===== config.mk =====
export PLATFORM = sky130hd
export DESIGN_NAME = uart_tx_scheduler
export DESIGN_NICKNAME = d
export VERILOG_FILES = /design/src/rtl/uart_tx_scheduler.sv
export SDC_FILE = /design/constraint.sdc
export NUM_CORES = 1
export LEC_CHECK = 0
export ABC_AREA = 1
export CORE_MARGIN = 3
export CORE_UTILIZATION = 30
export DETAILED_ROUTE_END_ITERATION = 8
export MAX_ROUTING_LAYER = met4
export PLACE_DENSITY_LB_ADDON = 0.25
export SETUP_SLACK_MARGIN = 0.3
export SYNTH_ARGS = -nofsm -noshare
export SYNTH_HDL_FRONTEND = slang
export SYNTH_SLANG_ARGS = --single-unit

===== constraint.sdc =====
create_clock -name clk -period 3.8 [get_ports clk]
set_input_delay 0.38 -clock clk [delete_from_list [all_inputs] [get_ports clk]]
set_output_delay 0.38 -clock clk [all_outputs]
set_load 0.02 [all_outputs]

===== src/rtl/uart_tx_scheduler.sv =====
// Round-robin scheduler sharing one UART transmitter between NUM_REQ requesters.
// The granted word is latched and sent LSB byte first via tx_start/tx_din, pacing on tx_done_tick.
module uart_tx_scheduler #(
    parameter int NUM_REQ    = 2,
    parameter int DATA_BITS  = 8,
    parameter int WORD_BYTES = 4,
    localparam int GW        = (NUM_REQ > 1) ? $clog2(NUM_REQ) : 1
) (
    input  logic                                  clk,
    input  logic                                  reset,
    input  logic [NUM_REQ-1:0]                    req_valid,
    input  logic [NUM_REQ*WORD_BYTES*DATA_BITS-1:0] req_data,
    output logic [NUM_REQ-1:0]                    req_ack,
    output logic [NUM_REQ-1:0]                    word_done,
    output logic [GW-1:0]                         grant_id,
    output logic                                  busy,
    output logic                                  tx_start,
    output logic [DATA_BITS-1:0]                  tx_din,
    input  logic                                  tx_done_tick
);

    localparam int W  = WORD_BYTES * DATA_BITS;
    localparam int CW = (WORD_BYTES > 1) ? $clog2(WORD_BYTES) : 1;

    typedef enum logic [1:0] {IDLE, SEND, WAIT} state_t;

    state_t              r_state;
    state_t              w_state_next;
    logic [GW-1:0]       r_last;
    logic [GW-1:0]       r_grant;
    logic [W-1:0]        r_shift;
    logic [CW-1:0]       r_cnt;
    logic [NUM_REQ-1:0]  r_ack;
    logic [NUM_REQ-1:0]  r_done;
    logic [GW-1:0]       w_pick;
    logic [GW-1:0]       w_pick_hi;
    logic [GW-1:0]       w_pick_lo;
    logic                w_any_hi;
    logic                w_last_byte;

    // Lowest valid index above r_last wins; otherwise wrap to the lowest valid index at or below it.
    always_comb begin
        w_pick_hi = '0;
        w_pick_lo = '0;
        w_any_hi  = 1'b0;
        for (int unsigned j = NUM_REQ; j > 0; j--) begin
            if (req_valid[j-1]) begin
                if ((j - 1) > 32'(r_last)) begin
                    w_any_hi  = 1'b1;
                    w_pick_hi = GW'(j - 1);
                end else begin
                    w_pick_lo = GW'(j - 1);
                end
            end
        end
        w_pick = w_any_hi ? w_pick_hi : w_pick_lo;
    end

    assign w_last_byte = (r_cnt == CW'(WORD_BYTES - 1));

    always_ff @(posedge clk) begin
        if (reset) begin
            r_state <= IDLE;
        end else begin
            r_state <= w_state_next;
        end
    end

    always_comb begin
        w_state_next = r_state;
        tx_start     = 1'b0;
        busy         = 1'b0;
        case (r_state)
            IDLE: begin
                if (|req_valid) begin
                    w_state_next = SEND;
                end
            end
            SEND: begin
                tx_start     = 1'b1;
                busy         = 1'b1;
                w_state_next = WAIT;
            end
            WAIT: begin
                busy = 1'b1;
                if (tx_done_tick) begin
                    w_state_next = w_last_byte ? IDLE : SEND;
                end
            end
            default: w_state_next = IDLE;
        endcase
    end

    always_ff @(posedge clk) begin
        if (reset) begin
            r_shift <= '0;
            r_cnt   <= '0;
            r_grant <= '0;
            r_last  <= GW'(NUM_REQ - 1);
            r_ack   <= '0;
            r_done  <= '0;
        end else begin
            r_ack  <= '0;
            r_done <= '0;
            case (r_state)
                IDLE: begin
                    if (|req_valid) begin
                        r_shift        <= req_data[w_pick*W +: W];
                        r_cnt          <= '0;
                        r_grant        <= w_pick;
                        r_last         <= w_pick;
                        r_ack[w_pick]  <= 1'b1;
                    end
                end
                WAIT: begin
                    if (tx_done_tick) begin
                        if (w_last_byte) begin
                            r_done[r_grant] <= 1'b1;
                        end else begin
                            r_shift <= r_shift >> DATA_BITS;
                            r_cnt   <= r_cnt + 1'b1;
                        end
                    end
                end
                default: ;
            endcase
        end
    end

    assign tx_din    = r_shift[DATA_BITS-1:0];
    assign req_ack   = r_ack;
    assign word_done = r_done;
    assign grant_id  = r_grant;

endmodule


==> metrics.txt, run 1 <==
critical path's largest stage delay=0.51 ns; Worst Setup EP=r_cnt[0]; cells along the critical path=inv_1 -> ha_2 -> nand2_1 -> nand2_2 -> nand3_4 -> a21oi_1 -> nor2_1; initial antenna violation count=0; Mapped Nets=566; aggregate routed wire length=7338 µm; Setup Viol. Count Final=0; final-report max-slew violation count=0; clock transition at the registers of the reported paths=0.07 ns; total gr overflow=0; setup TNS=0 ns; Fin Clk Skew=0.01150 ns; core area=8891 µm²; FF-to-FF setup slack=1.38 ns; fin crit share=0.6355; post-route ant nets=0; CP Class=flip-flop to flip-flop; top_reg_cell synth=dfxtp_1; ys async rst share=0; Port Buffer Count=83; cell area after synthesis=2793 µm²; # Max-Cap Violations=0; routed via count=2923; worst hold-check path type=flip-flop to flip-flop; Relative slew margins=0.4272; Residual DRC=0; Slew @ Worst Pin=0.8539 ns; filler cell count=985; Layout Nets=625; Leak Pwr=0.001896 µW; FP Rows=34; CTS Buffer Depth=2; clk sinks=42; diodes inserted=0; Die H=102.5 µm; Pwr Density=625.1 nW/µm²; Critical Path RT=3.98 ns; DR pass1 iterations=5; H-Tree Depth=2; largest net degree at the start of global routing=36; gpl congestion=0.7618; post-DR vias/cell=4.429; unrepaired setup endpoints after global routing=no; EDFF count, synth=0; Seq/Total Area, Yosys=0.3011; CTS tree=done; Worst setup SP type=flip-flop; VDD IR-drop max=390.4 µV; Worst setup startpoint=r_state[0]; share of layout cells above drive strength 1=0.02899; worst-path fanout max=35; Die Area=10500 µm²; Synth Register Bits=42; reg2reg end=r_cnt[0]; status=completed; reg-to-reg critical path startpoint=r_state[0]; post_cts resized=0; number of hold violations in the final report=0; hold_buf cts=0; Total GRT Usage=0.1453; Final Non-Filler Cells=660; critical path data arrival time=2.60 ns; total CTS buffers=5; Syn Inst Count=492; synthesis-to-finish area growth=32.35%; worst skew pair latency=0.30 ns; drt wl/cell=11.12 µm; Post-CTS Setup Bufs=0; Initial Util=0.3141; crit end category=flip-flop; slowest cell on the critical path=ha_2; yosys warns=0; synth unique cells=20; Ports=84; Max Clk Rate=414.1 MHz; vias in the first global route=2633; final worst path period need=2.415 ns; Initial DRC Count=141; Placed Cells=652; Die Width=102.5 µm; first-pass GRT wire length=12030 µm; Worst Reg-to-Reg Cells=7; Root Buffer=clkbuf_8; syn avg cell area=5.676 µm²; HPWL after detailed placement=5166 µm
==> where the power goes <==
part           switching, µW  internal (µW)
clock                    151            197
sequential              89.3            624
combinational            760            489
==> state kept, by name, indices dropped and copies added (netlist names) <==
signal and flops:
r_state 2, word_done 2, r_shift 32, req_ack 2, r_cnt 2, r_last 1
grant_id 1
==> per-stage QoR <==
step	total power [µW]	cell area [µm²]	setup slack (ns)	hold slack, ns	util
floorplan	1723	2793	2.297	0.4332	-
global placement	1960	3590	1.240	0.4525	0.4037
detailed placement	1982	3590	1.197	0.4566	0.4037
CTS	2341	3696	1.346	0.4694	0.4157
global route	2555	3696	1.066	0.4873	0.4157
finish	2310	3696	1.385	0.4660	0.4157
==> logic make-up after synthesis <==
| logic type | synth area share |
|---|---|
| flops | 0.3011 |
| buf+inv | 0.1877 |
| compound gates | 0.02688 |
| fa+ha+maj | 0.02240 |
| simple gates | 0.4619 |
==> synth_stat cells, types with 2 or more instances <==
cell type,number,share of area
buf_2,8,0.014
nand3_1,34,0.061
nor3_1,2,0.0036
nand2_2,2,0.0045
nor2_1,78,0.10
nand2_1,168,0.23
inv_1,82,0.11
buf_6,3,0.012
clkbuf_1,13,0.017
dfxtp_1,42,0.30
ha_1,5,0.022
a21oi_1,13,0.023
nand4_1,25,0.056
buf_4,11,0.030
==> routing by layer <==
metal	vias to the layer above	GRT usage	share of wire
met2	73	0.2274	0.44
met4	0	0.04541	0.012
met3	10	0.03072	0.060
met1	1257	0.1871	0.49
met5	-	-	0
li1	1583	-	-
==> final cells by class <==
class	count	area, µm²	area share
inverters	84	315.3	0.08531
well taps	108	135.1	0.03656
clock inverters	1	30.03	0.008125
multi-input cells	330	1430	0.3869
clock buffers	7	76.32	0.02065
repair buffers	88	868.3	0.2349
flip-flops and latches	42	840.8	0.2275
==> critical path, delay by kind of cell (launching register included) <==
family          cells  cell delay (ns)
flops               1             0.34
simple gates        4             1.09
fa+ha+maj           1             0.51
buf+inv             1             0.09
compound gates      1             0.26
==> how the worst min path moves through the flow <==
stage | from | end | cells after the start
final | r_shift[31] | r_shift[31] | 2
after global routing | r_shift[27] | r_shift[27] | 2
after CTS | r_shift[24] | r_shift[24] | 2
after detailed placement | r_shift[24] | r_shift[24] | 2
after global placement | r_shift[24] | r_shift[24] | 2
after floorplan | r_shift[24] | r_shift[24] | 2
==> cell usage in the layout, fill, tap and decap left out <==
cell type	n
clkbuf_1	2
a21oi_1	13
dfxtp_1	42
inv_1	82
inv_2	1
nor3_1	2
ha_2	1
clkbuf_8	5
nand2_1	168
nor2_1	78
o21ai_0	1
o21ai_1	1
nand3_1	34
clkdlybuf4s50_1	83
nand3_4	1
clkinv_1	1
buf_4	5
nand4_1	25
nand2_2	2
bufinv_16	1
ha_1	4
Power figures use the tool's default switching activity.
==> run 2: changes to the inputs <==
==> constraint.sdc (replaced) <==
create_clock -name clk -period 2.5 [get_ports clk]
set_input_delay 0.25 -clock clk [delete_from_list [all_inputs] [get_ports clk]]
set_output_delay 0.25 -clock clk [all_outputs]
set_load 0.02 [all_outputs]
==> metrics.txt, run 2 (synthesis gave the netlist of run 1 again) <==
# Max-Cap Violations=0; most common cell after layout, fill and taps aside=nand2_1; Slew @ Worst Pin=0.5367 ns; initial antenna violation count=0; most frequent cells in the layout=nand2_1 (168), clkdlybuf4s50_1 (83), inv_1 (82), nor2_1 (78), dfxtp_1 (42); Fin Clk Skew=0.01020 ns; Setup Viol. Count Final=0; Worst setup SP type=input port; Max Clk Rate=521.1 MHz; Residual DRC=0; hold depth=2; routed via count=2972; VDD IR-drop max=469.3 µV; hold endpoint=r_shift[29]; DR pass1 iterations=5; Port Buffer Count=83; clock transition at the registers of the reported paths=0.07 ns; CTS Buffer Depth=2; fin crit share=0.7677; Initial Util=0.3141; first-pass GRT wire length=11980 µm; critical path data arrival time=2.13 ns; Layout Nets=630; Die Width=102.5 µm; diodes inserted=0; Post-CTS Setup Bufs=0; FP Rows=34; total CTS buffers=5; Root Buffer=clkbuf_8; CTS tree=done; drt wl/cell=11.09 µm; worst-path fanout max=35; Relative slew margins=0.6411; post_cts resized=0; number of hold violations in the final report=0; synthesis-to-finish area growth=33.92%; hold_buf cts=0; Ports=84; worst hold-check path type=flip-flop to flip-flop; final worst path period need=1.919 ns; Total GRT Usage=0.1415; reg2reg end=r_shift[21]; sequential cell fraction of total power=0.305; Top reg by flops=r_shift; total gr overflow=0; Clk pwr share=0.152; Int Power=2036 µW; post-DR vias/cell=4.476; P_sw=1527 µW; FF-to-FF setup slack=0.70 ns; Die Area=10500 µm²; core area=8891 µm²; post-route ant nets=0; switching share of power=0.4286; Gate power share=0.542; status=completed; largest net degree at the start of global routing=36; vias in the first global route=2696; Final Non-Filler Cells=664; H-Tree Depth=2; Pwr Density=952.7 nW/µm²; worst skew pair latency=0.29 ns; final-report max-slew violation count=0; clk sinks=42; Leak Pwr=0.001925 µW; share of layout cells above drive strength 1=0.03957; max FFs per register=32; HPWL after detailed placement=5191 µm; crit end category=flip-flop; reg-to-reg critical path startpoint=r_state[0]; setup TNS=0 ns; CP Class=input port to flip-flop; aggregate routed wire length=7362 µm; Worst Reg-to-Reg Cells=7; unrepaired setup endpoints after global routing=no; gpl congestion=0.7625; Critical Path RT=2.71 ns; Initial DRC Count=110; Hold Startpoint=r_shift[29]; Die H=102.5 µm; Placed Cells=657
==> run 2: cell count changes in the layout (fill, tap and decap cells not counted), sizes merged <==
cell	change
clkbuf	-1
buf	+5
==> run 2: critical path, stage by stage <==
cell	delay, ns
clkdlybuf4s50_1	0.80
nor2_1	0.12
nand2_2	0.21
nand3_4	0.37
nand2_1	0.16
nand2_1	0.06
nor2_1	0.13
==> run 2: how the worst max path moves through the flow <==
stage	from	endpoint	slack (ns)	depth (start not counted)
global placement	req_valid[1]	r_cnt[0]	0.35	6
global route	req_valid[1]	r_shift[21]	0.48	7
finish	req_valid[1]	r_shift[21]	0.58	7
CTS	r_state[0]	busy	0.56	3
detailed placement	req_valid[1]	r_cnt[0]	0.31	6
floorplan	r_state[0]	r_cnt[0]	1.0	10
==> run 2: per-layer routing <==
layer / GRT usage / part of all wire / vias to the layer above
met3: 0.02321 / 0.054 / 2
met1: 0.1818 / 0.48 / 1304
li1: - / - / 1590
met2: 0.2368 / 0.47 / 76
met4: 0.02422 / 0.0031 / 0
met5: - / 0 / -
==> run 2: power by group through the flow <==
stage	clock network [µW]	registers (µW)	logic, µW
2_1_floorplan	0	1080	1540
3_3_place_gp	0	1090	1920
3_5_place_dp	0	1100	1940
4_1_cts	565	1090	1950
5_1_grt	588	1130	2210
6_report	542	1090	1930
==> run 2: per-stage QoR <==
| step | hold slack [ns] | util | cell area, µm² | total power [µW] | worst slack [ns] |
|---|---|---|---|---|---|
| 3_5_place_dp | 0.4579 | 0.4080 | 3627 | 3044 | 0.3067 |
| 5_1_grt | 0.4852 | 0.4206 | 3740 | 3926 | 0.4762 |
| 3_3_place_gp | 0.4531 | 0.4080 | 3627 | 3017 | 0.3519 |
| 4_1_cts | 0.4688 | 0.4206 | 3740 | 3606 | 0.5643 |
| 2_1_floorplan | 0.3191 | - | 2793 | 2619 | 0.9970 |
| 6_report | 0.4653 | 0.4206 | 3740 | 3563 | 0.5808 |
==> run 2: final cells by class <==
cell class	count	area (µm²)
sequential	42	840.8
inverter	84	315.3
fill	960	5151
clock buffer	6	82.58
tap	108	135.1
clock inverter	1	30.03
timing repair buffer	93	905.9
multi-input combinational	330	1430
